`src/rtl/mips_pkg.sv`:
```
// mips_pkg: definitions shared by the memory-stage bus master and its
// alignment helper.
//   state_t        : bus master FSM states (IDLE, WAIT, ABORT, DONE)
//   EXC_*          : CP0 exception codes raised by the data-memory access
//   LD_* / ST_*    : encodings of MemOutSelM (load type) and MemInSelM
//                    (store type)
package mips_pkg;

    typedef enum logic [1:0] {
        IDLE  = 2'd0,
        WAIT  = 2'd1,
        ABORT = 2'd2,
        DONE  = 2'd3
    } state_t;

    localparam logic [4:0] EXC_ADEL = 5'd4;
    localparam logic [4:0] EXC_ADES = 5'd5;
    localparam logic [4:0] EXC_DBE  = 5'd7;

    // Load types; codes 5..7 behave as lw.
    localparam logic [2:0] LD_LW  = 3'd0;
    localparam logic [2:0] LD_LBU = 3'd1;
    localparam logic [2:0] LD_LB  = 3'd2;
    localparam logic [2:0] LD_LHU = 3'd3;
    localparam logic [2:0] LD_LH  = 3'd4;

    // Store types; code 3 behaves as sw.
    localparam logic [1:0] ST_SW = 2'd0;
    localparam logic [1:0] ST_SH = 2'd1;
    localparam logic [1:0] ST_SB = 2'd2;

endpackage

```
`src/rtl/mem_bus_master_if.sv`:
```
// mem_bus_master_if: request/acknowledge data bus between the memory-stage
// master and a variable-latency slave.
//   req   : master -> slave, request held until ack
//   we    : master -> slave, write enable
//   addr  : master -> slave, word-aligned address (ADDR_W bits)
//   be    : master -> slave, byte enables
//   wdata : master -> slave, lane-replicated write data
//   ack   : slave -> master, transfer complete
//   rdata : slave -> master, read data, valid with ack
//   err   : slave -> master, error response, valid with ack
interface mem_bus_master_if #(
    parameter int ADDR_W = 32
);
    logic              req;
    logic              we;
    logic [ADDR_W-1:0] addr;
    logic [3:0]        be;
    logic [31:0]       wdata;
    logic              ack;
    logic [31:0]       rdata;
    logic              err;

    modport master (
        output req, we, addr, be, wdata,
        input  ack, rdata, err
    );

    modport slave (
        input  req, we, addr, be, wdata,
        output ack, rdata, err
    );
endinterface

```
`src/rtl/mem_align.sv`:
```
// mem_align: purely combinational byte-lane logic for a 32-bit data bus.
// Shared with the instruction-fetch side, so it holds no state.
//   is_store   in   1 : access is a store (selects in_sel), else a load
//   out_sel    in   3 : load type (lw/lbu/lb/lhu/lh, others lw)
//   in_sel     in   2 : store type (sw/sh/sb, 3 = sw)
//   addr_lo    in   2 : low two bits of the effective address
//   wdata_in   in  32 : store data from the pipeline
//   rdata_in   in  32 : raw word returned by the bus
//   be         out  4 : byte enables (1111 for loads)
//   wdata      out 32 : store data replicated across lanes
//   load_data  out 32 : extracted and extended load result
//   misaligned out  1 : address not naturally aligned for the access size
module mem_align
    import mips_pkg::*;
(
    input  logic        is_store,
    input  logic [2:0]  out_sel,
    input  logic [1:0]  in_sel,
    input  logic [1:0]  addr_lo,
    input  logic [31:0] wdata_in,
    input  logic [31:0] rdata_in,
    output logic [3:0]  be,
    output logic [31:0] wdata,
    output logic [31:0] load_data,
    output logic        misaligned
);

    function automatic logic [31:0] ext_byte(input logic [7:0] b, input logic sgn);
        return {{24{sgn & b[7]}}, b};
    endfunction

    function automatic logic [31:0] ext_half(input logic [15:0] h, input logic sgn);
        return {{16{sgn & h[15]}}, h};
    endfunction

    logic [7:0]  byte_lane;
    logic [15:0] half_lane;

    assign byte_lane = 8'(rdata_in >> {addr_lo, 3'b000});
    assign half_lane = 16'(rdata_in >> {addr_lo[1], 4'b0000});

    always_comb begin
        be         = 4'b1111;
        wdata      = wdata_in;
        misaligned = 1'b0;
        if (is_store) begin
            case (in_sel)
                ST_SH: begin
                    be         = addr_lo[1] ? 4'b1100 : 4'b0011;
                    wdata      = {2{wdata_in[15:0]}};
                    misaligned = addr_lo[0];
                end
                ST_SB: begin
                    be    = 4'b0001 << addr_lo;
                    wdata = {4{wdata_in[7:0]}};
                end
                default: misaligned = (addr_lo != 2'b00);
            endcase
        end else begin
            case (out_sel)
                LD_LBU, LD_LB: misaligned = 1'b0;
                LD_LHU, LD_LH: misaligned = addr_lo[0];
                default:       misaligned = (addr_lo != 2'b00);
            endcase
        end
    end

    always_comb begin
        case (out_sel)
            LD_LBU:  load_data = ext_byte(byte_lane, 1'b0);
            LD_LB:   load_data = ext_byte(byte_lane, 1'b1);
            LD_LHU:  load_data = ext_half(half_lane, 1'b0);
            LD_LH:   load_data = ext_half(half_lane, 1'b1);
            default: load_data = rdata_in;
        endcase
    end

endmodule

```
`src/rtl/mem_bus_master.sv`:
```
// mem_bus_master: memory-stage data access on a request/acknowledge bus.
// Stalls the pipeline while an access is outstanding, returns the extended
// load result for one cycle and reports AdEL/AdES/DBE exceptions to CP0.
// Optional feature macro: MEM_TIMEOUT_EN (watchdog on WAIT/ABORT).
//   clk, reset_n           : clock, asynchronous active-low reset
//   respon                 : exception-response flush from CP0
//   MemWriteM, MemOrALUM   : store / load request (store wins)
//   MemOutSelM, MemInSelM  : load type / store type
//   ALUoutM, rd2M          : effective address / store data
//   bus                    : data bus, master side
//   stall                  : freeze PC/F/D/E/M
//   load_data              : extended load result, valid in the DONE cycle
//   exc_valid, exc_code    : exception for the current M instruction
module mem_bus_master
    import mips_pkg::*;
#(
    parameter int ADDR_W         = 32,
    parameter int TIMEOUT_CYCLES = 255
) (
    input  logic                clk,
    input  logic                reset_n,
    input  logic                respon,
    input  logic                MemWriteM,
    input  logic                MemOrALUM,
    input  logic [2:0]          MemOutSelM,
    input  logic [1:0]          MemInSelM,
    input  logic [31:0]         ALUoutM,
    input  logic [31:0]         rd2M,
    mem_bus_master_if.master    bus,
    output logic                stall,
    output logic [31:0]         load_data,
    output logic                exc_valid,
    output logic [4:0]          exc_code
);

    state_t      state, state_nx;
    logic        access;
    logic        err_q;
    logic        timeout;
    logic [3:0]  al_be;
    logic [31:0] al_wdata;
    logic [31:0] al_load;
    logic        al_mis;
    logic [31:0] word_addr;

    assign access    = MemWriteM | MemOrALUM;
    assign word_addr = {ALUoutM[31:2], 2'b00};

    mem_align u_align (
        .is_store   (MemWriteM),
        .out_sel    (MemOutSelM),
        .in_sel     (MemInSelM),
        .addr_lo    (ALUoutM[1:0]),
        .wdata_in   (rd2M),
        .rdata_in   (bus.rdata),
        .be         (al_be),
        .wdata      (al_wdata),
        .load_data  (al_load),
        .misaligned (al_mis)
    );

`ifdef MEM_TIMEOUT_EN
    logic [7:0] wait_cnt;

    always_ff @(posedge clk or negedge reset_n) begin
        if (!reset_n) begin
            wait_cnt <= 8'd0;
        end else if (state == IDLE && state_nx == WAIT) begin
            wait_cnt <= 8'd0;
        end else if (state == WAIT || state == ABORT) begin
            wait_cnt <= wait_cnt + 8'd1;
        end
    end

    // Fires in the last permitted WAIT/ABORT cycle so the forced exit lands
    // after exactly TIMEOUT_CYCLES cycles in those states.
    assign timeout = (state == WAIT || state == ABORT) &&
                     (wait_cnt == 8'(TIMEOUT_CYCLES - 1));
`else
    // No watchdog in this build: the expression is constant false.
    assign timeout = (TIMEOUT_CYCLES < 0);
`endif

    always_ff @(posedge clk or negedge reset_n) begin
        if (!reset_n) begin
            state <= IDLE;
        end else begin
            state <= state_nx;
        end
    end

    always_comb begin
        state_nx  = state;
        stall     = 1'b0;
        exc_valid = 1'b0;
        exc_code  = 5'd0;
        case (state)
            IDLE: begin
                // A flushed instruction neither requests nor faults.
                if (access && !respon) begin
                    if (al_mis) begin
                        exc_valid = 1'b1;
                        exc_code  = MemWriteM ? EXC_ADES : EXC_ADEL;
                    end else begin
                        stall    = 1'b1;
                        state_nx = WAIT;
                    end
                end
            end
            WAIT: begin
                stall = 1'b1;
                if (respon) begin
                    // The bus cannot be cancelled; finish it silently.
                    state_nx = (bus.ack || timeout) ? IDLE : ABORT;
                end else if (bus.ack || timeout) begin
                    state_nx = DONE;
                end
            end
            ABORT: begin
                stall = access;
                if (bus.ack || timeout) begin
                    state_nx = IDLE;
                end
            end
            DONE: begin
                state_nx = IDLE;
                if (err_q) begin
                    exc_valid = 1'b1;
                    exc_code  = EXC_DBE;
                end
            end
            default: state_nx = IDLE;
        endcase
    end

    always_ff @(posedge clk or negedge reset_n) begin
        if (!reset_n) begin
            bus.req   <= 1'b0;
            bus.we    <= 1'b0;
            bus.addr  <= '0;
            bus.be    <= 4'd0;
            bus.wdata <= 32'd0;
            load_data <= 32'd0;
            err_q     <= 1'b0;
        end else begin
            if (state == IDLE && state_nx == WAIT) begin
                bus.req   <= 1'b1;
                bus.we    <= MemWriteM;
                bus.addr  <= word_addr[ADDR_W-1:0];
                bus.be    <= al_be;
                bus.wdata <= al_wdata;
            end
            if ((state == WAIT || state == ABORT) &&
                (state_nx == DONE || state_nx == IDLE)) begin
                bus.req <= 1'b0;
            end
            // A watchdog exit without ack is reported as a bus error.
            if (state == WAIT && state_nx == DONE) begin
                load_data <= al_load;
                err_q     <= bus.err | ~bus.ack;
            end
        end
    end

endmodule

```
`src/flat_wrapper.sv`:
```
// flat-port wrapper written by rule: the top's interface ports become plain ports
module mem_bus_master_flat import mips_pkg::*;
#(
    parameter int ADDR_W         = 32,
    parameter int TIMEOUT_CYCLES = 255
)
  (clk, reset_n, respon, MemWriteM, MemOrALUM, MemOutSelM, MemInSelM, ALUoutM, rd2M, stall, load_data, exc_valid, exc_code, bus_req, bus_we, bus_addr, bus_be, bus_wdata, bus_ack, bus_rdata, bus_err);
  mem_bus_master_if #(.ADDR_W(ADDR_W)) bus_i ();
  input  logic clk;
  input  logic reset_n;
  input  logic respon;
  input  logic MemWriteM;
  input  logic MemOrALUM;
  input  logic [2:0] MemOutSelM;
  input  logic [1:0] MemInSelM;
  input  logic [31:0] ALUoutM;
  input  logic [31:0] rd2M;
  output logic stall;
  output logic [31:0] load_data;
  output logic exc_valid;
  output logic [4:0] exc_code;
  output wire logic [$bits(bus_i.req)-1:0] bus_req;
  output wire logic [$bits(bus_i.we)-1:0] bus_we;
  output wire logic [$bits(bus_i.addr)-1:0] bus_addr;
  output wire logic [$bits(bus_i.be)-1:0] bus_be;
  output wire logic [$bits(bus_i.wdata)-1:0] bus_wdata;
  input wire logic [$bits(bus_i.ack)-1:0] bus_ack;
  input wire logic [$bits(bus_i.rdata)-1:0] bus_rdata;
  input wire logic [$bits(bus_i.err)-1:0] bus_err;
  assign bus_req = bus_i.req;
  assign bus_we = bus_i.we;
  assign bus_addr = bus_i.addr;
  assign bus_be = bus_i.be;
  assign bus_wdata = bus_i.wdata;
  assign bus_i.ack = bus_ack;
  assign bus_i.rdata = bus_rdata;
  assign bus_i.err = bus_err;
  mem_bus_master #(.ADDR_W(ADDR_W), .TIMEOUT_CYCLES(TIMEOUT_CYCLES)) u_core (.clk(clk), .reset_n(reset_n), .respon(respon), .MemWriteM(MemWriteM), .MemOrALUM(MemOrALUM), .MemOutSelM(MemOutSelM), .MemInSelM(MemInSelM), .ALUoutM(ALUoutM), .rd2M(rd2M), .bus(bus_i), .stall(stall), .load_data(load_data), .exc_valid(exc_valid), .exc_code(exc_code));
endmodule
```
`config.mk`:
```
export PLATFORM = sky130hd
export DESIGN_NAME = mem_bus_master_flat
export DESIGN_NICKNAME = d
export VERILOG_FILES = /design/src/rtl/mips_pkg.sv /design/src/rtl/mem_bus_master_if.sv /design/src/rtl/mem_align.sv /design/src/rtl/mem_bus_master.sv /design/src/flat_wrapper.sv
export SDC_FILE = /design/constraint.sdc
export NUM_CORES = 1
export LEC_CHECK = 0
export ABC_AREA = 0
export CORE_MARGIN = 2
export CORE_UTILIZATION = 26
export CTS_BUF_LIST = sky130_fd_sc_hd__clkbuf_8 sky130_fd_sc_hd__clkbuf_16
export CTS_CLUSTER_DIAMETER = 60
export DETAILED_ROUTE_END_ITERATION = 7
export PLACE_DENSITY = 0.55
export SLEW_MARGIN = 40
export SYNTH_ARGS = -nofsm -noshare
export SYNTH_HDL_FRONTEND = slang
export SYNTH_HIERARCHICAL = 1
export SYNTH_SLANG_ARGS = --single-unit
```
`constraint.sdc`:
```
create_clock -name clk -period 6.63 [get_ports clk]
set_input_delay 1.326 -clock clk [delete_from_list [all_inputs] [get_ports clk]]
set_output_delay 1.326 -clock clk [all_outputs]
set_load 0.05 [all_outputs]
```
==> impl_metrics.csv <==
group,metric,value,unit
sta,fin_skew,0.009600,ns
worst_setup_path,crit_chain,"clkdlybuf4s50_1, inv_1, ha_1, nor2b_1, nand2b_1, nand2_1, a21oi_1, nand4b_1, o21ai_0, clkdlybuf4s50_1",
floorplan,initial_core_util,26.28,%
synthesis,synth_seq_cells,103,
synthesis,synth-edff-count,0,
sta,post-route-period-util,84.76,%
clock_tree,post_cts_resized,0,
layout,stdcell_count,1069,
synthesis,yosysTopAreaCellShare,43.59,%
floorplan,rows,55,
floorplan,ios,217,
worst_setup_path,critPathKind,"primary input to output port",
power_and_ir_drop,seq_power_share,25.0,%
power_and_ir_drop,ir_worst_vdd,0.2287,mV
floorplan,die_w,154.8,um
placed_design,place.gp.congestion,0.8114,
layout,finalNetCount,896,
clock_tree,clockRootBuffer,"clkbuf_16",
sta,fin_setup_tns,0,ns
route,drc,0,
clock_tree,cts_tree,"yes",
worst_setup_path,crit_fanout,10,
power_and_ir_drop,leakagePower,3.726,nW
clock_tree,post_cts_buffers,0,
global_route,grt_usage,16.54,%
layout,final_core_util,37.53,%
global_route,grt.overflow.total,0,
synthesis,synth_area_per_cell,9.790,um2
placed_design,place_hpwl,14.00,mm
sta,slew-limit-headroom,45.84,%
global_route,grt_pass1_wl,31.14,mm
sta,hold_viol,0,
placed_design,portBuffers,212,
synthesis,synth-seq-area-share,43.59,%
worst_setup_path,path_delay_family,"buffers and inverters",
sta,worstMarginPinSlew,0.8124,ns
placed_design,dp_cells,1052,
route,wl_per_cell,18.82,um
power_and_ir_drop,share_comb_of_total_power,62.0,%
worst_setup_path,crit_path_frequent_cell,"clkdlybuf4s50_1",
worst_setup_path,arrival,4.29,ns
global_route,antenna_found_initial,0,
clock_tree,ctsLongestPathBuffers,2,
route,wl,20.12,mm
job,max_cap_viol_count,0,
synthesis,synth_area_leaders,"dfrtp_1 (44%), nand2_1 (9.9%), o22ai_2 (6.3%)",
clock_tree,clkLatencyLatePin,0.35,ns
clock_tree,hold_buffers,0,
layout,diodes,0,
power_and_ir_drop,clockPowerShare,13.0,%
synthesis,synth_ff_type,"dfrtp_1",
route,vias,5286,
worst_setup_path,cp_slowest_stage_delay,0.85,ns
worst_setup_path,endpoint_kind,"output port",
synthesis,syn_inst,604,
sta,fmax,0.1780,GHz
route,ant_nets,0,
floorplan,die_y,154.8,um
worst_setup_path,cpMaxStageDelayCell,"clkdlybuf4s50_1",
sta,min_period,5.620,ns
sta,rsz0062_at_grt,"no",
route,initialDrtViolationCount,318,
layout,drive_above_1_share,13.78,%
power_and_ir_drop,p_per_area,510.9,nW/um2
synthesis,yosysWarnings,6,
route,vias_per_cell,4.945,
clock_tree,cts_buffers,9,
run_status,status,"complete, no violations",
power_and_ir_drop,p_int,0.002137,W
layout,area_delta_synth_final,42.83,%
clock_tree,clkTransAtPathRegs,0.06,ns
worst_setup_path,worst_setup_path_start_kind,"primary input",
synthesis,synth.distinct_cells,44,
power_and_ir_drop,switching_share,50.46,%
synthesis,async_reset_ff_share,100.0,%
global_route,grt_max_degree,77,
worst_setup_path,cp.required,5.30,ns
sta,setup_violations,0,
synthesis,yosys.area.top_type,"dfrtp_1",
route,drt-pass1-iter-count,5,
worst_hold_path,hold_class,"register to register",
floorplan,coreArea,22500,um2
power_and_ir_drop,p_sw,0.002177,W
synthesis,syn_area,5913,um2
global_route,grt_pass1_vias,5088,
clock_tree,clock-sinks,103,
floorplan,die-area,23960,um2
clock_tree,ctsHtreeMaxLevel,3,
sta,final_max_slew_viol_count,0,
worst_setup_path,cp.buffers_inverters,3,
## path summary, 6_finish.rpt
path | startpoint | end | slack [ns] | cells past startpoint
setup / recovery | MemInSelM[0] | exc_valid | 1.01 | 10
hold / removal | u_core/load_data[11] | u_core/load_data[11] | 0.51 | 1
setup reg to reg | u_core/state[1] | u_core/load_data[13] | 4.10 | 9
hold reg to reg | u_core/load_data[11] | u_core/load_data[11] | 0.51 | 1
max in group asynchronous | reset_n | u_core/load_data[1] | 4.62 | 2
min in group asynchronous | reset_n | u_core/load_data[4] | 0.96 | 1
## cells in the final DEF, fill, tap and decap left out, drive strengths merged, types with 8 or more instances in the layout
master,instances
mux2,32
a22oi,9
buf,16
ha,9
mux4,8
a32oi,8
clkbuf,10
inv,15
nor2,22
dfrtp,103
clkdlybuf4s50,210
a22o,16
a221oi,8
nand2,156
o21ai,19
o22ai,70
a21o,16
a221o,8
## registers in the layout, indices dropped and copies added (netlist names)
register / cells
u_core/bus.req: 1
u_core/state: 2
u_core/load_data: 32
u_core/bus.be: 4
u_core/bus.we: 1
u_core/bus.addr: 30
u_core/bus.wdata: 32
u_core/err_q: 1
## cells in the mapped netlist (all sizes together), types with 2 or more instances
cell type and number:
nor2b 5, nand3b 2, mux4 8, nand2 156
a22oi 9, mux2 32, a21oi 7, xnor2 2
buf 45, nand3 3, a221o 8, a32oi 8
inv 13, o22ai 70, ha 9, dfrtp 103
a21o 16, and2 2, a21boi 2, nand2b 5
a22o 16, nor2 22, clkbuf 20, o21ai 19
a221oi 8, nand4b 2
## worst reg2reg max path, cell delays in order (launching register included)
cell	delay (ns)
dfrtp_1	0.47
inv_1	0.15
ha_2	0.20
buf_4	0.26
nand2b_1	0.15
a31oi_1	0.12
ha_1	0.20
nand2_1	0.06
buf_4	0.39
mux2_2	0.42
## kinds of logic (layout without fill, tap and decap cells)
family          Yosys count  count (layout)  synth area share [%]
other cells               1               4               0.06342
xor+xnor                  2               2                0.2963
buf+inv                  78             255                 7.342
simple gates            204             204                 14.47
fa+ha+maj                 9               9                 1.904
mux                      40              40                 9.141
flops                   103             103                 43.59
compound gates          167             167                 23.19
## per-layer routing
metal,global-route usage [%],vias to the layer above,wire length [um]
li1,-,2497,-
met1,24.50,2586,9649
met2,24.49,180,8981
met3,2.886,23,1060
met4,5.071,0,424
met5,0,-,0
## layout make-up
class	instances	area (um2)
fillers	2231	14060
multi-input cells	426	2917
inverters	13	48.80
clock inverters	6	68.82
clock buffers	10	239.0
repair buffers	226	2238
well taps	285	356.6
flip-flops and latches	103	2577
## power groups by stage
stage               clock network (W)  registers [W]  logic [W]
floorplan                           0        0.00205   0.000840
global placement                    0        0.00109    0.00266
detailed placement                  0        0.00109    0.00267
CTS                          0.000583        0.00109    0.00268
global route                 0.000606        0.00112    0.00283
finish                       0.000561        0.00108    0.00267
## stage by stage
stage | power (W) | instance area [um2] | setup slack [ns] | hold WS, ns
finish | 0.004314 | 8446 | 1.010 | 0.5059
global route | 0.004551 | 8446 | 0.7449 | 0.5203
CTS | 0.004345 | 8426 | 1.027 | 0.5086
detailed placement | 0.003762 | 8118 | 1.045 | 0.4922
global placement | 0.003748 | 8114 | 1.122 | 0.4873
floorplan | 0.002886 | 5924 | 1.380 | 0.4495
(Power assumes the default switching activity.)
